[src/rtl/fetch_stage.sv]
// fetch_stage: instruction fetch with PC, imem req/ack master and IF/ID register.
// Latency: ack in cycle N shows up in IF/ID in N+1; zero-wait memory sustains 1 instr/cycle.
// Backpressure: stall holds IF/ID; a fetch colliding with stall is skidded (FETCH_SKID_BUFFER_EN) or refetched.
module fetch_stage #(
    parameter logic [31:0] RESET_PC = 32'h0000_0000
) (
    input  logic        clk,
    input  logic        rst_n,
    output logic        imem_req,
    output logic [31:0] imem_addr,
    input  logic        imem_ack,
    input  logic [31:0] imem_rdata,
    input  logic        stall,
    input  logic        redirect,
    input  logic [31:0] redirect_target,
    output logic        id_valid,
    output logic [31:0] id_instr,
    output logic [31:0] id_pc,
    output logic [31:0] id_pc_plus4,
    output logic [6:0]  opcode,
    output logic [2:0]  func3,
    output logic        func7b5
);

    localparam logic [31:0] NOP = 32'h0000_0013;

    typedef enum logic [1:0] {
        S_RESET   = 2'd0,
        S_FETCH   = 2'd1,
        S_DISCARD = 2'd2,
        S_HOLD    = 2'd3
    } state_t;

    state_t      state;
    logic [31:0] req_addr;
    logic [31:0] pend_target;
    logic [31:0] target_aligned;

`ifdef FETCH_SKID_BUFFER_EN
    logic        skid_vld;
    logic [31:0] skid_instr;
    logic [31:0] skid_pc;
`endif

    logic        load_en;
    logic [31:0] load_instr;
    logic [31:0] load_pc;

    assign target_aligned = redirect_target & 32'hFFFF_FFFC;
    assign imem_addr      = req_addr;
    assign id_pc_plus4    = id_pc + 32'd4;
    assign opcode         = id_instr[6:0];
    assign func3          = id_instr[14:12];
    assign func7b5        = id_instr[30];

    // Select what, if anything, IF/ID would take this cycle (fresh memory data or the skid entry).
    always_comb begin
        load_en    = 1'b0;
        load_instr = imem_rdata;
        load_pc    = req_addr;
        if (state == S_FETCH && imem_ack && !redirect && !stall) begin
            load_en = 1'b1;
        end
`ifdef FETCH_SKID_BUFFER_EN
        else if (state == S_HOLD && skid_vld && !redirect && !stall) begin
            load_en    = 1'b1;
            load_instr = skid_instr;
            load_pc    = skid_pc;
        end
`endif
    end

    // Fetch FSM: owns the request line, the fetch address, the pending redirect target and the skid entry.
    always_ff @(posedge clk) begin
        if (!rst_n) begin
            state       <= S_RESET;
            imem_req    <= 1'b0;
            req_addr    <= RESET_PC;
            pend_target <= 32'h0;
`ifdef FETCH_SKID_BUFFER_EN
            skid_vld    <= 1'b0;
            skid_instr  <= NOP;
            skid_pc     <= 32'h0;
`endif
        end else begin
            case (state)
                S_RESET: begin
                    state    <= S_FETCH;
                    imem_req <= 1'b1;
                end
                S_FETCH: begin
                    if (imem_ack) begin
                        if (redirect) begin
                            req_addr <= target_aligned;
                        end else if (!stall) begin
                            req_addr <= req_addr + 32'd4;
                        end else begin
                            // ID is full: park the response (or drop it and refetch later)
                            state    <= S_HOLD;
                            imem_req <= 1'b0;
`ifdef FETCH_SKID_BUFFER_EN
                            skid_vld   <= 1'b1;
                            skid_instr <= imem_rdata;
                            skid_pc    <= req_addr;
`endif
                        end
                    end else if (redirect) begin
                        // request already on the bus must complete before the address may move
                        pend_target <= target_aligned;
                        state       <= S_DISCARD;
                    end
                end
                S_DISCARD: begin
                    if (imem_ack) begin
                        req_addr <= redirect ? target_aligned : pend_target;
                        state    <= S_FETCH;
                    end else if (redirect) begin
                        pend_target <= target_aligned;
                    end
                end
                S_HOLD: begin
                    if (redirect) begin
                        req_addr <= target_aligned;
                        state    <= S_FETCH;
                        imem_req <= 1'b1;
`ifdef FETCH_SKID_BUFFER_EN
                        skid_vld <= 1'b0;
`endif
                    end else if (!stall) begin
                        state    <= S_FETCH;
                        imem_req <= 1'b1;
`ifdef FETCH_SKID_BUFFER_EN
                        // skid entry moves into IF/ID this edge, so continue with the next word
                        if (skid_vld) begin
                            req_addr <= req_addr + 32'd4;
                        end
                        skid_vld <= 1'b0;
`endif
                    end
                end
                default: begin
                    state    <= S_RESET;
                    imem_req <= 1'b0;
                end
            endcase
        end
    end

    // IF/ID register: redirect flushes, stall holds, otherwise load new instruction or insert a bubble.
    always_ff @(posedge clk) begin
        if (!rst_n) begin
            id_valid <= 1'b0;
            id_instr <= NOP;
            id_pc    <= 32'h0;
        end else if (redirect) begin
            id_valid <= 1'b0;
        end else if (!stall) begin
            if (load_en) begin
                id_valid <= 1'b1;
                id_instr <= load_instr;
                id_pc    <= load_pc;
            end else begin
                id_valid <= 1'b0;
            end
        end
    end

endmodule

[config.mk]
export PLATFORM = sky130hd
export DESIGN_NAME = fetch_stage
export DESIGN_NICKNAME = d
export VERILOG_FILES = /design/src/rtl/fetch_stage.sv
export SDC_FILE = /design/constraint.sdc
export NUM_CORES = 1
export LEC_CHECK = 0
export BUFFER_PORTS_ARGS = -buffer_cell sky130_fd_sc_hd__buf_2
export CAP_MARGIN = 40
export CORE_MARGIN = 2
export CORE_UTILIZATION = 45
export CTS_CLUSTER_SIZE = 30
export DETAILED_ROUTE_END_ITERATION = 7
export PLACE_DENSITY = 0.74
export SYNTH_ARGS = -nofsm -noshare
export SYNTH_HDL_FRONTEND = slang
export SYNTH_SLANG_ARGS = --single-unit
export TNS_END_PERCENT = 5
[constraint.sdc]
create_clock -name clk -period 2.2 [get_ports clk]
set_input_delay 0.33 -clock clk [delete_from_list [all_inputs] [get_ports clk]]
set_output_delay 0.33 -clock clk [all_outputs]
set_load 0.1 [all_outputs]
# Word-level counts from Yosys, hierarchy flattened
# Index checks and enable logic that the tools add are counted.
# word_totals
ff_bits	132
input_bits	69
out_inout_bits	141
wordCells	64
# classes
addsub	2
eq_ne	13
n_mux	23
bitwise	4
reduce_logical	15
# op_table
cell	count
32-bit two-way mux	6
32-bit one-hot mux with 3 select lines	1
32-bit by 3-bit adder with 32-bit output, second input constant	2
3-bit != test, second input constant	5
5-bit AND reduction	3
2-bit two-way mux	7
2-bit != test, second input constant	5
2-bit one-hot mux with 4 select lines	1
1-bit two-way mux	7
3-bit nonzero test	2
2-bit equality test, second input constant	2
1-bit NOT	4
2-bit OR reduction	2
1-bit logical AND	3
1-bit one-hot mux with 3 select lines	1
3-bit AND reduction	1
2-bit by 1-bit equality test with 1-bit output, second input constant	1
1-bit zero test	2
2-bit zero test	1
2-bit AND reduction	1

# Depth between registers and ports, before layout
# Gate-level depths: netlist of run 1.
# logic_depth
word_depth	6
ltp_mapped	9
ltp_nobuf	7

# Least setup slack after synthesis of run 1
# OpenSTA, ideal clock, no wires.
# synth_timing
kind	reg-to-output
start	register id_pc[7]
end	output id_pc_plus4[22]
t_arrival_ns	3.750
t_required_ns	1.870
setup_slack_ns	-1.880
path_stages_with_launch	6
cell_sequence	dfxtp_1 and4_1 nand3_1 nor3_1 nand4_1 xnor2_1
# synth_between
elab_chain_cells	1
# synth_lines
element	line	rtl
from (decl)	18	output logic [31:0] id_pc,
from (signal assigned)	161	id_pc <= load_pc;
32-bit by 3-bit adder with 32-bit output	51	assign id_pc_plus4 = id_pc + 32'd4;
to (decl)	19	output logic [31:0] id_pc_plus4,
# Every way passes these cells.

# Final worst setup path of run 1
# layout_timing
start	register id_pc[10]
end	output id_pc_plus4[27]
# Same word-level chain as after synthesis.

==> metrics, run 1 <==
root buffer cell=clkbuf_16; CP max FO=4; antenna cells=0; initial antenna violation count=0; post-DR wirelength/cell=between 15 and 20 um; CTS tree=yes; Comb power frac=between 30% and 40%; crit path to=id_pc_plus4[27]; Worst Tran Pin Value=roughly 0.59 ns; via count=roughly 7.2k; FF-to-FF Start=state[0]$_SDFFE_PN0P_; leading area contributor after synthesis=dfxtp_1; final hold viol count=0; # setup viols final=18; largest net degree at the start of global routing=around 110; syn_nets=about 940; gpl congestion=approximately 0.9; Pint=about 4900 uW; synth top area cells=dfxtp_1 (40%), nand2_1 (12%), a21oi_1 (9.0%), o21ai_0 (3.1%), clkbuf_1 (3.0%); most common cell after layout, fill and taps aside=nand2_1; Synth top area share=between 40% and 50%; P&R area growth vs syn=45.41%; Residual DRC=0; Crit Path Class=reg2out; Max Root-Sink Buffers=2; failing checks=setup timing; clock sinks=132; CP Launch Point=id_pc[10]$_SDFFE_PN0P_; Post-synth EDFFs=0; Layout Skew=roughly 0.0081 ns; switching power=around 3000 uW; initial drt markers=about 750; routed wire length=approximately 21 mm; Async SR Flop Fraction=0%; fmax=approximately 410 MHz; Initial Util=a little under half; Tot GR Track Use=roughly 26%; register bit total from synthesis=around 130; first-pass GRT wire length=33.02 mm; Seq/Total Area, Yosys=40.26%; crit path max-delay cell type=nor4_4; share of cells above drive strength 1=36.59%; DR vias/cell=approximately 5.7; Required @ worst endpoint=about 1.9 ns; Gate Count Post-Synth=between 800 and 900; arrival time at the worst endpoint=roughly 2.1 ns; Die Ht=between 100 and 150 um; slowest stage delay, CP=0.40 ns; PD cells=roughly 830 mW/mm^2; clock latency on the worst-skew pair=0.42 ns; Netlist cell types=between 60 and 70; Mean Syn Cell Area=7.606 sq um; Final HPWL DP=14.38 mm; crit share post-route=110.5%; reg2reg setup slack=approximately 0.12 ns; die width=124.8 um; # nets final=1148; Area after DPL=0.008786 sq mm; LEAKAGE=~0.0040 uW; final setup TNS=-2.867 ns; Worst Reg2Reg Path Length in Cells=7; HP Class=in2reg; Die ar.=between 0.015 and 0.02 sq mm; number of max-cap violations=0; worst hold slack=about 0.13 ns; Mapped Area=~0.0066 sq mm; num rows=44; # IOs=210; startpoint types=register; gr ovfl total=0; minimum clock period=2.431 ns; Finished Cell Area=roughly 0.0095 sq mm; RSZ-0062 raised after global routing=true; status=finished with violations; clk slew on worst S/H paths=around 0.06 ns; worst vdd rail ir drop=slightly above 0.5 mV; Post-synth top flop=dfxtp_1; CTS buffer count=17; post-detailed-route count of antenna-violating nets=0; core region area=between 0.01 and 0.015 sq mm; Switching Fraction=between 30% and 40%; Clock Power Share=~36%; Port-buffer cells=~210; Yosys warnings=0; most frequent cells in the layout=nand2_1 (214), buf_2 (182), a21oi_1 (118), dfxtp_1 (104), buf_4 (59); reg-to-reg endpoint=imem_addr[28]$_SDFFE_PN0P_; Final WS setup=-0.2306 ns; H-tree depth=4; power share of the sequential group=roughly a third; final max-slew violation count=0; TritonRoute pass-1 iters=5; via count of the first global-routing pass=6396; crit path cell chain=nand4_1 > nor4_4 > nand3_4 > nor3_4 > xor2_4 > buf_12; element type at the critical path end=output port; Finished Core Util=~66%; Slew HR=approximately three fifths
==> flip-flops by register name (all words and copies together) (netlist names) <==
| register | flops |
|---|---|
| id_pc | 32 |
| state | 2 |
| pend_target | 32 |
| imem_req | 1 |
| imem_addr | 32 |
| id_valid | 1 |
| id_instr | 32 |
==> Yosys cell counts, types with 2 or more instances <==
library cell,count
a21o_1,9
a21oi_1,118
a221o_1,2
a221oi_1,13
a222oi_1,2
a22o_1,3
a22oi_1,11
a2bb2oi_1,2
a311oi_1,2
a31oi_1,3
and3_1,13
and4_1,3
buf_1,5
buf_2,9
buf_4,13
clkbuf_1,52
dfxtp_1,132
ha_1,7
inv_1,7
mux2_2,3
nand2_1,215
nand3_1,32
nand4_1,26
nor2_1,29
nor2b_1,3
nor3_1,11
nor3b_1,2
nor4_1,6
o211ai_1,5
o21ai_0,41
o221a_2,3
o221ai_1,6
o22ai_1,9
o31ai_1,3
o41ai_1,2
or2_2,2
or4_1,2
xnor2_1,22
xor2_1,12
==> per-layer routing <==
metal	track usage, %	routed length [um]	vias to the layer above
li1	-	-	3471
met1	35.89	8873	3364
met2	40.50	9686	334
met3	4.467	1563	40
met4	9.584	497	0
met5	0	0	-
==> worst min path at each step <==
stage / from / end / slack, ns / depth (start not counted)
2_1_floorplan: pend_target[31]$_SDFFE_PN0P_ / pend_target[31]$_SDFFE_PN0P_ / 0.43 / 2
3_3_place_gp: id_instr[7]$_SDFFE_PN0P_ / id_instr[7]$_SDFFE_PN0P_ / 0.44 / 2
3_5_place_dp: id_instr[18]$_SDFFE_PN0P_ / id_instr[18]$_SDFFE_PN0P_ / 0.44 / 2
4_1_cts: imem_rdata[0] / id_instr[0]$_SDFFE_PN1P_ / 0.12 / 3
5_1_grt: imem_rdata[9] / id_instr[9]$_SDFFE_PN0P_ / 0.14 / 3
6_report: imem_rdata[1] / id_instr[1]$_SDFFE_PN1P_ / 0.13 / 3
==> critical path, delay by kind of cell, from the launching register on <==
kind	cells	cell delay, ns
buffers and inverters	1	0.19
XOR/XNOR	1	0.18
flip-flops	1	0.35
AND/OR/NAND/NOR	4	0.97
==> power groups by stage <==
stage	sequential [uW]	clock [uW]	combinational, uW
after floorplan	3640	0	836
after global placement	2750	0	2350
after detailed placement	2750	0	2360
after CTS	2700	2880	2370
after global routing	2730	2980	2520
final	2710	2850	2390
==> area by class of cell <==
class,instances,area (sq um)
inverter,8,31.28
clock inverter,14,161.4
fill,1196,4825
timing repair buffer,270,1926
multi-input combinational,643,4024
sequential,132,2733
clock buffer,18,439.2
tap,184,230.2
==> through the flow <==
| stage | power [uW] | worst slack [ns] | cells |
|---|---|---|---|
| 2_1_floorplan | 4475 | -0.4041 | 863 |
| 3_3_place_gp | 5093 | 0.1181 | 1227 |
| 3_5_place_dp | 5114 | 0.08483 | 1227 |
| 4_1_cts | 7954 | -0.2433 | 1265 |
| 5_1_grt | 8228 | -0.3367 | 1269 |
| 6_report | 7944 | -0.2306 | 1269 |
==> what timing repair did <==
action,in CTS,in global routing
hold endpoints to repair,0,0
buffers inserted,6,4
resized for setup,12,10
endpoints found under the setup margin,24,25
pin swaps,11,3
hold buffers,0,0
==> logic make-up (layout without fill, tap and decap cells) <==
family                   count (synthesis)  in the layout  share of synthesized area [%]
adder cells (fa/ha/maj)                  7              7                          1.334
flip-flops                             132            132                          40.26
AND/OR/NAND/NOR                        353            353                          24.23
AO/OA/AOI/OAI                          245            245                          22.91
XOR/XNOR                                34             34                          4.537
buffers and inverters                   88            310                          6.062
multiplexers                             4              4                         0.6671
No activity file was read; power rests on OpenSTA's default activity.
==> run 2, diff against run 1 <==
- CORE_UTILIZATION: 45 -> 51
- PLACE_DENSITY: 0.74 -> 0.82
==> run 2 against run 1 <==
Compared with the run above: the run still ends with setup timing left; via count increased by 3.7%; core utilization increased by 11 points; global-route usage increased by 5.5 points; clock skew decreased by 0.0010 ns; register-to-register slack improved by 0.03 ns; sequential share of layout area decreased by 0.47 points; final cell count increased by 1.1%; non-clock buffer count increased by 26; largest cell class unchanged; highest routed layer unchanged.
==> metrics, run 2 (same netlist as run 1, synthesis figures left out) <==
status=finished with violations; failing checks=setup timing; most frequent cells in the layout=nand2_1 (213), buf_2 (182), a21oi_1 (117), dfxtp_1 (104), buf_4 (84); number of max-cap violations=0; root buffer cell=clkbuf_16; Residual DRC=0; Layout Skew=approximately 0.007 ns; minimum clock period=roughly 2.5 ns; core region area=0.01257 sq mm; arrival time at the worst endpoint=around 2.2 ns; hold buffers post-CTS=0; filler cell count=858; antenna cells=0; FF-to-FF Start=state[0]$_SDFFE_PN0P_; gpl congestion=0.8895; # setup viols final=19; dpl ws=approximately 0.03 ns; post-detailed-route count of antenna-violating nets=0; Die ar.=approximately 0.014 sq mm; LEAKAGE=between 0.004 and 0.005 uW; via count of the first global-routing pass=approximately 6.8k; final hold viol count=0; die width=~120 um; hold path depth=3; # nets final=about 1.2k; Non-Filler Instances=around 1.3k; crit path max-delay cell type=dfxtp_4; end of the worst hold path=id_instr[0]$_SDFFE_PN1P_; H-tree depth=4; PD cells=roughly 800 mW/mm^2; slowest stage delay, CP=~0.38 ns; Initial Util=between 50% and 60%; Port-buffer cells=207; Worst Reg2Reg Path Length in Cells=7; Worst Tran Pin Value=roughly 0.58 ns; Comb power frac=about a third; element type at the critical path end=output port; Final WS setup=-0.3023 ns; clk slew on worst S/H paths=~0.05 ns; Post-Place Cells=approximately 1.2k; startpoint types=register; power share of the sequential group=a little over a third; Finished Core Util=77.27%; worst vdd rail ir drop=around 0.6 mV; P&R area growth vs syn=47.96%; reg-to-reg endpoint=imem_addr[19]$_SDFFE_PN0P_; Slew HR=60.93%; clock sinks=~130; most common cell after layout, fill and taps aside=nand2_1; reg2reg setup slack=~0.15 ns; CTS tree=yes; # IOs=210; Final HPWL DP=~15 mm; Max Root-Sink Buffers=2; via count=7473; worst hold slack=about 0.12 ns; largest net degree at the start of global routing=45; Clock Power Share=roughly 34%; share of cells above drive strength 1=38.07%; num rows=41; HP Class=in2reg; Die Ht=between 100 and 150 um; Pint=around 4800 uW; Worst Min Path Start=imem_rdata[0]; clock latency on the worst-skew pair=0.42 ns; DR vias/cell=approximately 5.8; TritonRoute pass-1 iters=5; routed wire length=approximately 23 mm; switching power=a little under 3000 uW; overall power=a little under 8000 uW; final max-slew violation count=0; initial antenna violation count=0; CP max FO=6; CTS buffer count=17; RSZ-0062 raised after global routing=true; crit share post-route=113.7%; gr ovfl total=0; Required @ worst endpoint=between 1.5 and 2 ns; crit path cell chain=and4_4 > nand3_4 > nor3_2 > buf_4 > nand4_1 > xnor2_4 > buf_12; fmax=399.6 MHz; first-pass GRT wire length=35.18 mm; Switching Fraction=between 30% and 40%; Crit Path Class=reg2out; Tot GR Track Use=between 30% and 40%; post-DR wirelength/cell=17.72 um; initial drt markers=~830
[run 2: changes by cell type in the layout (fill, tap and decap cells not counted), sizes merged]
cell      before  now
buf          270  295
clkbuf        18   30
clkinv         9    4
bufinv         3    0
clkinvlp       3    0
[run 2: critical path: cells and delay by family, from the launching register on]
family / cells / cell delay, ns
buffers and inverters: 2 / 0.38
XOR/XNOR: 1 / 0.24
flip-flops: 1 / 0.38
AND/OR/NAND/NOR: 4 / 0.76
[run 2: metal layers]
| metal | share of wire (%) | wire length [um] | vias to the layer above | GRT usage, % |
|---|---|---|---|---|
| met4 | 2.0 | 461 | 0 | 10.54 |
| li1 | - | - | 3506 | - |
| met3 | 9.7 | 2202 | 55 | 7.198 |
| met5 | 0 | 0 | - | 0 |
| met1 | 40 | 8986 | 3479 | 40.84 |
| met2 | 49 | 11080 | 433 | 51.50 |
[run 2: power groups by stage]
stage	registers, uW	clock network, uW	logic (uW)
after global routing	2730	2740	2570
after global placement	2740	0	2350
final	2710	2620	2450
after floorplan	3640	0	836
after detailed placement	2750	0	2380
after CTS	2700	2630	2400
[run 2: worst max path at each step]
| stage | startpoint | endpoint | slack [ns] | cells after the start |
|---|---|---|---|---|
| final | id_pc[8]$_SDFFE_PN0P_ | id_pc_plus4[22] | -0.30 | 7 |
| after global routing | id_pc[7]$_SDFFE_PN0P_ | id_pc_plus4[22] | -0.36 | 7 |
| after CTS | id_pc[13]$_SDFFE_PN0P_ | id_pc_plus4[27] | -0.26 | 6 |
| after detailed placement | id_pc[8]$_SDFFE_PN0P_ | id_pc_plus4[31] | 0.03 | 6 |
| after global placement | id_pc[8]$_SDFFE_PN0P_ | id_pc_plus4[31] | 0.10 | 6 |
| after floorplan | id_pc[13]$_SDFFE_PN0P_ | id_pc_plus4[27] | -0.40 | 6 |
[run 2: per-stage QoR]
stage	TNS (ns)	instance area (sq um)
5_1_grt	-4.809	9712
2_1_floorplan	-11.49	7081
6_report	-3.596	9712
3_5_place_dp	0	8826
4_1_cts	-2.980	9569
3_3_place_gp	0	8806
[run 2: layout make-up]
cell class              count  area (sq um)  share of cell area [%]
multi-input cells         643          4063                   41.83
repair buffers            296          2112                   21.75
clock buffers              29         540.5                   5.566
flip-flops and latches    132          2735                   28.16
inverters                   8         31.28                  0.3221
well taps                 172         215.2                   2.216
clock inverters             3         15.01                  0.1546
[run 2: what timing repair did]
item / in CTS / in global routing
setup buffers: 18 / 9
gates resized for setup: 14 / 17
pin swaps: 14 / 8
endpoints found under the setup margin: 24 / 35
==> run 3, diff against run 2 <==
- ABC_CLOCK_PERIOD_IN_PS: not set -> 2200
- CORE_ASPECT_RATIO: not set -> 1.25
==> run 3 against run 2 <==
Compared with the run above: sequential power about the same; critical endpoint unchanged; core utilization down 1.2 points; the flow still finishes with violations (setup timing); worst setup slack worse by 0.026 ns; non-clock buffer count down 16; critical path type unchanged; first-iteration DRC count down 19%; global-route usage down 2.0 points; critical path depth unchanged; combinational power down 2%; flip-flop and latch count unchanged; power up 0.43%.
==> metrics, run 3 (same netlist as run 1, synthesis figures left out) <==
HP Class=in2reg; Worst Tran Pin Value=approximately 0.7 ns; Die ar.=approximately 0.014 sq mm; Non-Filler Instances=around 1.3k; reg2reg setup slack=0.11 ns; DR vias/cell=slightly below 6; die width=~110 um; CTS tree=yes; RSZ-0062 raised after global routing=true; crit path max-delay cell type=dfxtp_4; switching power=between 3000 and 4000 uW; Required @ worst endpoint=roughly 1.9 ns; Critical Path Most Common Cell=nand4_1; final hold viol count=0; # IOs=210; CTS buffer count=17; num rows=between 40 and 50; PD cells=about 800 mW/mm^2; Tot GR Track Use=29.32%; initial drt markers=668; Clock Power Share=about a third; Worst Reg2Reg Path Length in Cells=7; TritonRoute pass-1 iters=6; slowest stage delay, CP=0.39 ns; failing checks=setup timing; LEAKAGE=between 0.004 and 0.005 uW; core region area=around 0.013 sq mm; hold path depth=3; crit share post-route=114.9%; Switching Fraction=roughly 40%; Die Ht=around 130 um; H-tree depth=4; Met2 Wirelength=between 10 and 15 mm; gr ovfl total=0; met3 wire len=~1.7 mm; Slew HR=between 50% and 60%; # setup viols final=18; post-detailed-route count of antenna-violating nets=0; Max Used Layer=met4; element type at the critical path end=output port; fmax=395.5 MHz; Port-buffer cells=just over 200; reg-to-reg endpoint=imem_addr[28]$_SDFFE_PN0P_; CP max FO=6; clock sinks=~130; clk slew on worst S/H paths=0.06 ns; power share of the sequential group=34.9%; Pint=between 4000 and 5000 uW; # nets final=about 1.2k; P&R area growth vs syn=46.05%; startpoint types=register; crit path cell chain=ha_4 > nand4_1 > nor3_2 > buf_4 > nand4_1 > xnor2_4 > buf_12; number of max-cap violations=0; status=finished with violations; worst hold slack=0.1203 ns; Final HPWL DP=~15 mm; clock latency on the worst-skew pair=about 0.42 ns; most common cell after layout, fill and taps aside=nand2_1; post-DR wirelength/cell=between 15 and 20 um; first-pass GRT wire length=32.52 mm; root buffer cell=clkbuf_16; largest net degree at the start of global routing=65; Worst Min Path Start=imem_rdata[0]; final max-slew violation count=0; routed length on met1=between 8 and 9 mm; worst vdd rail ir drop=around 0.56 mV; minimum clock period=between 2 and 3 ns; Max Root-Sink Buffers=2; via count=roughly 7.3k; overall power=around 7800 uW; Layout Skew=approximately 0.011 ns; Initial Util=a little over half; arrival time at the worst endpoint=around 2.2 ns; initial antenna violation count=1; most frequent cells in the layout=nand2_1 (211), buf_2 (182), a21oi_1 (118), dfxtp_1 (102), buf_4 (70); Crit Path Class=reg2out; via count of the first global-routing pass=roughly 6.5k; hold buffers post-CTS=0; end of the worst hold path=id_instr[0]$_SDFFE_PN1P_; Comb power frac=a little under a third; gpl congestion=0.9245; Final WS setup=-0.3285 ns; Post-Place Cells=roughly 1.2k; FF-to-FF Start=state[1]$_SDFFE_PN0P_; Residual DRC=0; routed wire length=20.90 mm; share of cells above drive strength 1=between 30% and 40%
## run 3: metrics by stage
stage	area [sq um]	setup TNS (ns)	util [%]	setup WS [ns]
2_1_floorplan	7081	-11.49	-	-0.4041
6_report	9587	-3.230	76.06	-0.3285
3_3_place_gp	8753	0	69.45	0.07808
4_1_cts	9438	-3.439	74.88	-0.3353
5_1_grt	9587	-4.806	76.06	-0.3864
3_5_place_dp	8753	0	69.45	0.03752
## run 3: timing repair
action,in CTS,in global routing
resized for setup,16,13
setup endpoints to repair,24,39
buffers inserted,7,13
hold endpoints to repair,0,0
cloned,0,0
pin swaps,15,11
## run 3: power by group through the flow
stage / clock, uW / sequential, uW / combinational (uW)
floorplan: 0 / 3640 / 836
global placement: 0 / 2760 / 2310
detailed placement: 0 / 2770 / 2340
CTS: 2710 / 2720 / 2360
global route: 2840 / 2750 / 2510
finish: 2690 / 2730 / 2390
## run 3: area by class of cell
cell class                      count  area [sq um]
Clock buffer                       20         479.2
Tap cell                          168         210.2
Sequential cell                   132          2735
Inverter                            8         31.28
Fill cell                         948          3018
Multi-Input combinational cell    643          4048
Clock inverter                     12         92.59
Timing Repair Buffer              280          1988
Antenna cell                        1         2.502
## run 3: worst max-delay path by stage
stage / start / end / slack (ns) / depth (start not counted)
floorplan: id_pc[13]$_SDFFE_PN0P_ / id_pc_plus4[27] / -0.40 / 6
global placement: id_pc[8]$_SDFFE_PN0P_ / id_pc_plus4[27] / 0.08 / 6
detailed placement: id_pc[8]$_SDFFE_PN0P_ / id_pc_plus4[27] / 0.04 / 6
CTS: id_pc[9]$_SDFFE_PN0P_ / id_pc_plus4[27] / -0.34 / 6
global route: id_pc[10]$_SDFFE_PN0P_ / id_pc_plus4[22] / -0.39 / 7
finish: id_pc[2]$_SDFFE_PN0P_ / id_pc_plus4[22] / -0.33 / 7
## run 3: routing by layer
layer,vias up,global-route usage [%]
met5,-,0
met4,0,14.12
met3,61,5.258
met2,406,47.51
met1,3382,38.03
li1,3494,-
## run 3: worst max-delay path: cells and delay by family (launching register included)
kind	cells	cell delay, ns
buffers and inverters	2	0.37
AND/OR/NAND/NOR	3	0.64
adder cells (fa/ha/maj)	1	0.14
XOR/XNOR	1	0.24
flip-flops	1	0.39
